## src/rtl/uc_mult_pkg.sv

```systemverilog
// Shared encodings for the shift-and-add multiplier control unit, its datapath and bench.
// Holds the FSM state constants and the Booth pair decode.
package uc_mult_pkg;

   localparam logic [2:0] S_IDLE  = 3'd0;
   localparam logic [2:0] S_LOAD  = 3'd1;
   localparam logic [2:0] S_TEST  = 3'd2;
   localparam logic [2:0] S_SHIFT = 3'd3;
   localparam logic [2:0] S_DONE  = 3'd4;

   // Booth pair {Q[0], Q[-1]}
   localparam logic [1:0] BOOTH_NOP0 = 2'b00;
   localparam logic [1:0] BOOTH_ADD  = 2'b01;
   localparam logic [1:0] BOOTH_SUB  = 2'b10;
   localparam logic [1:0] BOOTH_NOP1 = 2'b11;

   typedef struct packed {
      logic carga_a;
      logic resta_a;
   } arith_ctl_t;

   // Arithmetic strobes for one TEST cycle: plain add-if-set, or Booth add/sub/skip.
   function automatic arith_ctl_t arith_decode(input logic mode, input logic q0, input logic q_1);
      arith_ctl_t c;
      c.carga_a = 1'b0;
      c.resta_a = 1'b0;
      if (!mode) begin
         c.carga_a = q0;
      end else begin
         case ({q0, q_1})
            BOOTH_SUB: begin
               c.carga_a = 1'b1;
               c.resta_a = 1'b1;
            end
            BOOTH_ADD: c.carga_a = 1'b1;
            default: begin
               c.carga_a = 1'b0;
               c.resta_a = 1'b0;
            end
         endcase
      end
      return c;
   endfunction

endpackage

```

## src/rtl/uc_mult_param_if.sv

```systemverilog
// Control-unit bundle: operation request and datapath feedback in, datapath strobes and status out.
// Debug state and counter ride along so checkers can bind without reaching into the design.
interface uc_mult_param_if #(
   parameter int N  = 8,
   parameter int CW = $clog2(N + 1)
);
   // Handshake: start is a one-cycle request honoured only in IDLE or DONE; busy is high
   // from LOAD through the last SHIFT; Fin rises when A:Q holds the product and stays high
   // until the next accepted start. There is no back-pressure: every strobe is single-cycle.
   logic          start;
   logic          signed_mode;
   logic          q0;
   logic          q_1;
   logic          CargaQ;
   logic          ResetA;
   logic          CargaA;
   logic          RestaA;
   logic          DesplazaQ;
   logic          Arit;
   logic          busy;
   logic          Fin;
   logic [2:0]    state;
   logic [CW-1:0] cnt;

   modport master (
      output start, signed_mode, q0, q_1,
      input  CargaQ, ResetA, CargaA, RestaA, DesplazaQ, Arit, busy, Fin, state, cnt
   );

   modport slave (
      input  start, signed_mode, q0, q_1,
      output CargaQ, ResetA, CargaA, RestaA, DesplazaQ, Arit, busy, Fin, state, cnt
   );

endinterface

```

## src/rtl/uc_iter_counter.sv

```systemverilog
// Iteration down counter: loads N at the start of an operation, steps once per shift.
// last flags the final iteration; the counter saturates at zero rather than wrapping.
module uc_iter_counter #(
   parameter int N  = 8,
   parameter int CW = $clog2(N + 1)
) (
   input  logic          clk,
   input  logic          rst_n,
   input  logic          load,
   input  logic          dec,
   output logic [CW-1:0] cnt,
   output logic          last
);

   localparam logic [CW-1:0] LOAD_VAL = CW'(N);
   localparam logic [CW-1:0] ONE      = CW'(1);

   always_ff @(posedge clk or negedge rst_n) begin
      if (!rst_n) begin
         cnt <= '0;
      end else if (load) begin
         cnt <= LOAD_VAL;
      end else if (dec && (cnt != '0)) begin
         cnt <= cnt - ONE;
      end
   end

   assign last = (cnt == ONE);

endmodule

```

## src/rtl/uc_mult_param.sv

```systemverilog
// Control unit for an N-bit sequential multiplier: unsigned shift-add or radix-2 Booth.
// Drives only datapath strobes; outputs decode from state, with CargaA/RestaA also using q0/q_1 in TEST.
module uc_mult_param
   import uc_mult_pkg::*;
#(
   parameter int N  = 8,
   parameter int CW = $clog2(N + 1)
) (
   input logic            clk,
   input logic            rst_n,
   uc_mult_param_if.slave bus
);

   logic [2:0]    state_r;
   logic [2:0]    state_nx;
   logic          mode_r;
   logic [CW-1:0] cnt;
   logic          cnt_last;
   logic          cnt_load;
   logic          cnt_dec;
   arith_ctl_t    arith;

   uc_iter_counter #(.N(N), .CW(CW)) u_cnt (
      .clk   (clk),
      .rst_n (rst_n),
      .load  (cnt_load),
      .dec   (cnt_dec),
      .cnt   (cnt),
      .last  (cnt_last)
   );

   assign cnt_load = (state_r == S_LOAD);
   assign cnt_dec  = (state_r == S_SHIFT);

   always_ff @(posedge clk or negedge rst_n) begin
      if (!rst_n) begin
         state_r <= S_IDLE;
      end else begin
         state_r <= state_nx;
      end
   end

   // Mode is captured once per operation so mid-operation changes cannot mix add and Booth steps.
   always_ff @(posedge clk or negedge rst_n) begin
      if (!rst_n) begin
         mode_r <= 1'b0;
      end else if (state_r == S_LOAD) begin
         mode_r <= bus.signed_mode;
      end
   end

   always_comb begin
      state_nx = S_IDLE;
      case (state_r)
         S_IDLE:  state_nx = bus.start ? S_LOAD : S_IDLE;
         S_LOAD:  state_nx = S_TEST;
         S_TEST:  state_nx = S_SHIFT;
         S_SHIFT: state_nx = cnt_last ? S_DONE : S_TEST;
         S_DONE:  state_nx = bus.start ? S_LOAD : S_DONE;
         default: state_nx = S_IDLE;
      endcase
   end

   assign arith = arith_decode(mode_r, bus.q0, bus.q_1);

   always_comb begin
      bus.CargaQ    = 1'b0;
      bus.ResetA    = 1'b0;
      bus.CargaA    = 1'b0;
      bus.RestaA    = 1'b0;
      bus.DesplazaQ = 1'b0;
      bus.busy      = 1'b0;
      bus.Fin       = 1'b0;
      case (state_r)
         S_LOAD: begin
            bus.CargaQ = 1'b1;
            bus.ResetA = 1'b1;
            bus.busy   = 1'b1;
         end
         S_TEST: begin
            bus.CargaA = arith.carga_a;
            bus.RestaA = arith.resta_a;
            bus.busy   = 1'b1;
         end
         S_SHIFT: begin
            bus.DesplazaQ = 1'b1;
            bus.busy      = 1'b1;
         end
         S_DONE:  bus.Fin = 1'b1;
         default: bus.Fin = 1'b0;
      endcase
   end

   assign bus.Arit  = mode_r;
   assign bus.state = state_r;
   assign bus.cnt   = cnt;

endmodule

```

## src/flat_wrapper.sv

```systemverilog
// flat-port wrapper written by rule: the top's interface ports become plain ports
module uc_mult_param_flat import uc_mult_pkg::*;
#(
   parameter int N  = 8,
   parameter int CW = $clog2(N + 1)
)
  (clk, rst_n, bus_start, bus_signed_mode, bus_q0, bus_q_1, bus_CargaQ, bus_ResetA, bus_CargaA, bus_RestaA, bus_DesplazaQ, bus_Arit, bus_busy, bus_Fin, bus_state, bus_cnt);
  uc_mult_param_if #(.N(N), .CW(CW)) bus_i ();
  input logic clk;
  input logic rst_n;
  input wire logic [$bits(bus_i.start)-1:0] bus_start;
  input wire logic [$bits(bus_i.signed_mode)-1:0] bus_signed_mode;
  input wire logic [$bits(bus_i.q0)-1:0] bus_q0;
  input wire logic [$bits(bus_i.q_1)-1:0] bus_q_1;
  output wire logic [$bits(bus_i.CargaQ)-1:0] bus_CargaQ;
  output wire logic [$bits(bus_i.ResetA)-1:0] bus_ResetA;
  output wire logic [$bits(bus_i.CargaA)-1:0] bus_CargaA;
  output wire logic [$bits(bus_i.RestaA)-1:0] bus_RestaA;
  output wire logic [$bits(bus_i.DesplazaQ)-1:0] bus_DesplazaQ;
  output wire logic [$bits(bus_i.Arit)-1:0] bus_Arit;
  output wire logic [$bits(bus_i.busy)-1:0] bus_busy;
  output wire logic [$bits(bus_i.Fin)-1:0] bus_Fin;
  output wire logic [$bits(bus_i.state)-1:0] bus_state;
  output wire logic [$bits(bus_i.cnt)-1:0] bus_cnt;
  assign bus_i.start = bus_start;
  assign bus_i.signed_mode = bus_signed_mode;
  assign bus_i.q0 = bus_q0;
  assign bus_i.q_1 = bus_q_1;
  assign bus_CargaQ = bus_i.CargaQ;
  assign bus_ResetA = bus_i.ResetA;
  assign bus_CargaA = bus_i.CargaA;
  assign bus_RestaA = bus_i.RestaA;
  assign bus_DesplazaQ = bus_i.DesplazaQ;
  assign bus_Arit = bus_i.Arit;
  assign bus_busy = bus_i.busy;
  assign bus_Fin = bus_i.Fin;
  assign bus_state = bus_i.state;
  assign bus_cnt = bus_i.cnt;
  uc_mult_param #(.N(N), .CW(CW)) u_core (.clk(clk), .rst_n(rst_n), .bus(bus_i));
endmodule
```

## config.mk

```make
export PLATFORM = sky130hd
export DESIGN_NAME = uc_mult_param_flat
export DESIGN_NICKNAME = d
export VERILOG_FILES = /design/src/rtl/uc_mult_pkg.sv /design/src/rtl/uc_mult_param_if.sv /design/src/rtl/uc_iter_counter.sv /design/src/rtl/uc_mult_param.sv /design/src/flat_wrapper.sv
export SDC_FILE = /design/constraint.sdc
export NUM_CORES = 1
export LEC_CHECK = 0
export CAP_MARGIN = 40
export CORE_MARGIN = 3
export CORE_UTILIZATION = 35
export CTS_BUF_LIST = sky130_fd_sc_hd__clkbuf_8 sky130_fd_sc_hd__clkbuf_16
export DETAILED_ROUTE_END_ITERATION = 7
export PLACE_DENSITY = 0.74
export SLEW_MARGIN = 5
export SYNTH_ARGS = -nofsm -noshare
export SYNTH_HDL_FRONTEND = slang
export SYNTH_SLANG_ARGS = --single-unit
```

## constraint.sdc

```tcl
create_clock -name clk -period 1.5 [get_ports clk]
set_clock_uncertainty 0.05 [all_clocks]
set_input_delay 0.15 -clock clk [delete_from_list [all_inputs] [get_ports clk]]
set_output_delay 0.15 -clock clk [all_outputs]
set_load 0.02 [all_outputs]
```

## Word level (Yosys, flattened, before mapping)

Index checks and enable logic that the tools add are counted.

| storage, ports and cells | value |
|---|---|
| register bits | 8 |
| output and inout bits | 15 |
| logic and storage cells | 33 |

| operators by class | value |
|---|---|
| $add $sub $neg | 1 |
| equal/unequal tests | 7 |
| mux-type cells | 16 |
| reduce and logical (&&, ||, !) cells | 6 |

Operator list:

| kind | count |
|---|---|
| $pmux W3 S5 | 1 |
| $mux W1 | 11 |
| $mux W4 | 2 |
| $eq A3 B2 Y1 const B | 2 |
| $mux W3 | 2 |
| $eq A4 B1 Y1 const B | 1 |
| $reduce_bool A4 Y1 | 1 |
| $sub A4 B1 Y4 const B | 1 |
| $eq A3 B1 Y1 const B | 1 |
| $eq A3 B3 Y1 const B | 1 |
| $logic_not A3 Y1 | 1 |
| $reduce_or A3 Y1 | 1 |
| $eq A2 B1 Y1 const B | 1 |
| $eq A2 B2 Y1 const B | 1 |
| $reduce_bool A2 Y1 | 1 |
| $reduce_or A2 Y1 | 1 |
| $logic_and A1 B1 Y1 | 1 |

## Logic depth before layout (Yosys ltp)

Gate-level depths: netlist of run 1.

| depth | value |
|---|---|
| word-level depth | 5 |
| gate-level depth with buffers | 5 |
| mapped depth without buffers | 5 |

## Modules after synthesis

A second synthesis of run 1 with hierarchy kept.

| second synthesis, totals | value |
|---|---|
| cell total of the unflattened synthesis | 53 |
| area, all modules | 529.3 um^2 |

Modules (own cells, without submodules):

| module | times used | cells an instance | area each (um^2) | seq. area each (um^2) |
|---|---|---|---|---|
| uc_mult_param | 1 | 28 | 270.3 | 100.1 |
| uc_iter_counter | 1 | 25 | 259.0 | 100.1 |

## Worst setup path before layout of run 1

OpenSTA, ideal clock, no wires.

| timing | value |
|---|---|
| kind | reg-to-reg |
| from | register u_core.u_cnt.cnt[1] |
| to | register u_core.u_cnt.cnt[1] |
| setup time | 0.080 ns |
| data arrival time | 1.516 ns |
| setup slack | -0.146 ns |
| cell stages (with the launch flop) | 6 |
| buffers on the path | 0 |
| clock period less this slack | 1.646 ns |
| cell sequence | dfrtp_1 -> inv_1 -> ha_1 -> nor3b_1 -> or4b_1 -> o211ai_2 |

| between the ends | value |
|---|---|
| word-level cells in the longest chain between the ends | 3 |

Ends and longest elaborated chain:

| what | RTL line | text |
|---|---|---|
| start: declaration | uc_iter_counter.sv:11 | `output logic [CW-1:0] cnt,` |
| start signal: assignment | uc_iter_counter.sv:24 | `cnt <= cnt - ONE;` |
| $sub A4 B1 Y4 / $reduce_bool A4 Y1 (equally long branches) | uc_iter_counter.sv:24, uc_iter_counter.sv:23 |  |
| $mux W4 / $logic_and A1 B1 Y1 (equally long branches) | uc_iter_counter.sv:23 | `end else if (dec && (cnt != '0)) begin` |
| $mux W4 / $reduce_bool A2 Y1 (equally long branches) | -- |  |

Parallel ways exist; a longest one is shown, timed or not. The select of a mux whose other input is x is not followed.
A chain may end at the register's enable or synchronous reset.

## Worst setup path in the final report of run 1

| timing | value |
|---|---|
| from | register u_core.state_r[0] (netlist: u_core.bus.state[0]) |
| to | output port bus_state[0] |

RTL lines:

| what | RTL line | text |
|---|---|---|
| start: declaration | uc_mult_param.sv:14 | `logic [2:0] state_r;` |
| start signal: assignment | uc_mult_param.sv:39 | `state_r <= state_nx;` |
| end: declaration | flat_wrapper.sv:23 | `output wire logic [$bits(bus_i.state)-1:0] bus_state;` |

No word-level cell between the ends.

==> results of run 1 <==
-- final cells by class --
cell class              instances  area share
repair buffers                 34       0.331
clock buffers                   3      0.0485
multi-input cells              38       0.334
well taps                      14      0.0206
inverters                       6      0.0265
flip-flops and latches          8       0.240
-- worst paths after layout --
| kind | from | cells past startpoint | endpoint |
|---|---|---|---|
| max reg2reg | u_core.u_cnt.cnt[1]$_DFFE_PN0P_ | 5 | u_core.u_cnt.cnt[1]$_DFFE_PN0P_ |
| min reg2reg | u_core.u_cnt.cnt[0]$_DFFE_PN0P_ | 2 | u_core.u_cnt.cnt[0]$_DFFE_PN0P_ |
| min | rst_n | 1 | u_core.bus.state[1]$_DFF_PN0_ |
| max in group asynchronous | rst_n | 1 | u_core.u_cnt.cnt[0]$_DFFE_PN0P_ |
| min in group clk | bus_start | 2 | u_core.bus.state[2]$_DFF_PN0_ |
| max | u_core.bus.state[0]$_DFF_PN0_ | 3 | bus_state[0] |
-- per-stage QoR --
step	area, um2	worst slack [ns]
finish	851	0.0371
global route	851	-0.0162
detailed placement	813	-0.501
CTS	840	-0.0474
floorplan	509	-0.0749
global placement	813	-0.458
-- state kept, by name, indices dropped and copies added, names as in the netlist --
signal and cells:
u_core.bus.Arit 1, u_core.u_cnt.cnt 4, u_core.bus.state 3
-- cells in the final DEF, fill, tap and decap left out, drive strengths merged, types with 4 or more instances in the layout --
cell type	count
buf	18
clkbuf	5
inv	6
nand2	5
dlygate4sd2	6
dfrtp	8
dlymetal6s2s	4
nor2	4
o21ai	5
-- cell families (layout without fill, tap and decap cells) --
family	after synthesis	in the layout
DFF	8	8
and+or+nand+nor	22	22
AOI/OAI and AO/OA	11	11
muxes	2	2
buffers and inverters	8	43
adders and majority gates	3	3
-- per-layer routing --
metal | up-vias | share of wire | wire, um
met5 | - | 0 | 0
met4 | 0 | 0.021 | 27
met3 | 5 | 0.067 | 87
met2 | 13 | 0.50 | 648
met1 | 232 | 0.41 | 537
li1 | 258 | - | -
-- repair_timing --
item,in CTS,in global routing
setup buffers,0,1
pin swaps,0,2
endpoints found under the setup margin,13,10
resized for setup,28,15
-- power breakdown --
part	internal, W	switching [W]	leakage [nW]	total, W
clock network	0.000174	0.0000896	0.0216	0.000264
logic	0.000611	0.000588	0.337	0.00120
registers	0.000320	0.000115	0.0935	0.000435
total	0.00110	0.000793	0.452	0.00190
-- worst max-delay path, delay by kind of cell, from the launching register on --
family | cells | cell delay, ns
buffers and inverters | 3 | 0.58
flip-flops | 1 | 0.44
==> results.yml, run 1 <==
status:
  status: "finished clean"
synth:
  yosys.area.top_type: "dfrtp_1"
  ys_top_cells_by_area: "dfrtp_1 (41%), ha_1 (7.7%), o21ai_0 (5.1%)"
  async_flop_share: 1.00
  ys_warn_count: 0
  synth_top_area_frac: 0.411
  synthFlopType: "dfrtp_1"
  syn-num-nets: 63
  ys_seq_area_frac: 0.411
  synth.ff_latch_count: 8
  ys_types: 24
  synthSimpleGateAreaFrac: 0.254
  synth_enable_flop_cells: 0
  synth-xor-area-share: 0
  syn_area_um2: 487
  synth_top_family_by_area: "simple AND/OR/NAND/NOR gates"
  syn_inst: 54
  postSynthAreaPerCell_um2: 9.01
  synth_commonest_cells: "dfrtp_1 (8), inv_1 (6), nand2_1 (5), o21ai_0 (5), nor2_1 (4)"
  synthAdderAreaFrac: 0.0771
  synth.most_common_cell: "dfrtp_1"
  synth_mux_area_frac: 0.0437
  synth_compound_area_frac: 0.144
worst_setup_path:
  cp_max_fo: 6
  cp.arrival_ns: 1.26
  worstPathRequired_ns: 1.30
  cp_cell_sequence: "buf_4 -> buf_4 -> dlygate4sd2_1"
  cp-start-kind: "register"
  crit_type: "reg2out"
  critPathMaxStageDelay_ns: 0.44
  worst_path_max_delay_cell: "dfrtp_2"
  cpMostUsedCell: "buf_4"
  regToRegSetupSlack_ns: 0.05
  end_kind: "primary output"
floorplanning:
  start_util: 0.405
  die-area_um2: 1870
  core_um2: 1200
  rows: 12
  die_h_um: 43.3
  io_pins: 21
  die_w_um: 43.3
clock_network:
  cts.sinks: 8
  worstSkewPairLatency_ns: 0.23
  clkSlewWorstSetupHoldPaths_ns: 0.04
  ctsHtreeMaxLevel: 1
  cts_root_buf: "clkbuf_8"
  ctsHoldBuffers: 0
  cts_buffer_depth: 2
  numCtsBuffers: 3
  cts_tree: "yes"
route:
  vias: 508
  ant_nets: 0
  routed_wl_um: 1300
  drc_errors: 0
  first_iter_violations: 1
  wire_per_inst_um: 12.6
  dr.pass1.iters: 2
  viasPerCell: 4.93
finish:
  final_layout_size_suffix_gt1_frac: 0.416
  regArea_um2: 204
  syn_to_final_growth_pct: 74.8
  utilization: 0.708
  multiInputGateArea_um2: 284
  antennaDiodeCount: 0
  instances_no_fill: 103
  n_fill_cell: 101
  fin_nets: 100
worst_hold_path:
  holdCritPathClass: "in2async"
global_routing:
  grt_antenna_before_repair: 0
  grt_pass1_wl_um: 2240
  grt_max_degree: 9
  use_met1: 0.189
  grt.busiest_layer: "met2"
  grt_pass1_vias: 520
  gr-total-overflow: 0
  grt_usage: 0.163
  met2_usage: 0.260
  grt_use_met3: 0.0678
place:
  dp.cells: 99
  hpwl_um: 1010
  port_buffers: 20
  gp_congestion: 0.705
run:
  drv_cap: 0
timing:
  max_freq_mhz: 684
  slew_headroom: 0.738
  setup_tns_ns: 0
  setup_violations: 0
  slew_violations: 0
  hold_violations: 0
  whs_ns: 0.159
  worstMarginPinSlew_ns: 0.392
  fin_crit_sh: 0.975
  period_minus_slack_ns: 1.46
  rsz0062_at_grt: "true"
power:
  power_w: 0.00190
  leakagePower_nw: 0.452
  ir_drop_mv: 1.26
  power_density_nw_per_um2: 2230
(Power assumes the default switching activity.)
==> run 2: changes to the inputs <==
--- a/config.mk
+++ b/config.mk
@@ -10,6 +10,7 @@
 export CORE_UTILIZATION = 35
 export CTS_BUF_LIST = sky130_fd_sc_hd__clkbuf_8 sky130_fd_sc_hd__clkbuf_16
 export DETAILED_ROUTE_END_ITERATION = 7
+export GPL_ROUTABILITY_DRIVEN = 0
 export PLACE_DENSITY = 0.74
 export SLEW_MARGIN = 5
 export SYNTH_ARGS = -nofsm -noshare
==> results of run 2 <==
Final layout, timing and power as in run 1 (identical DEF).
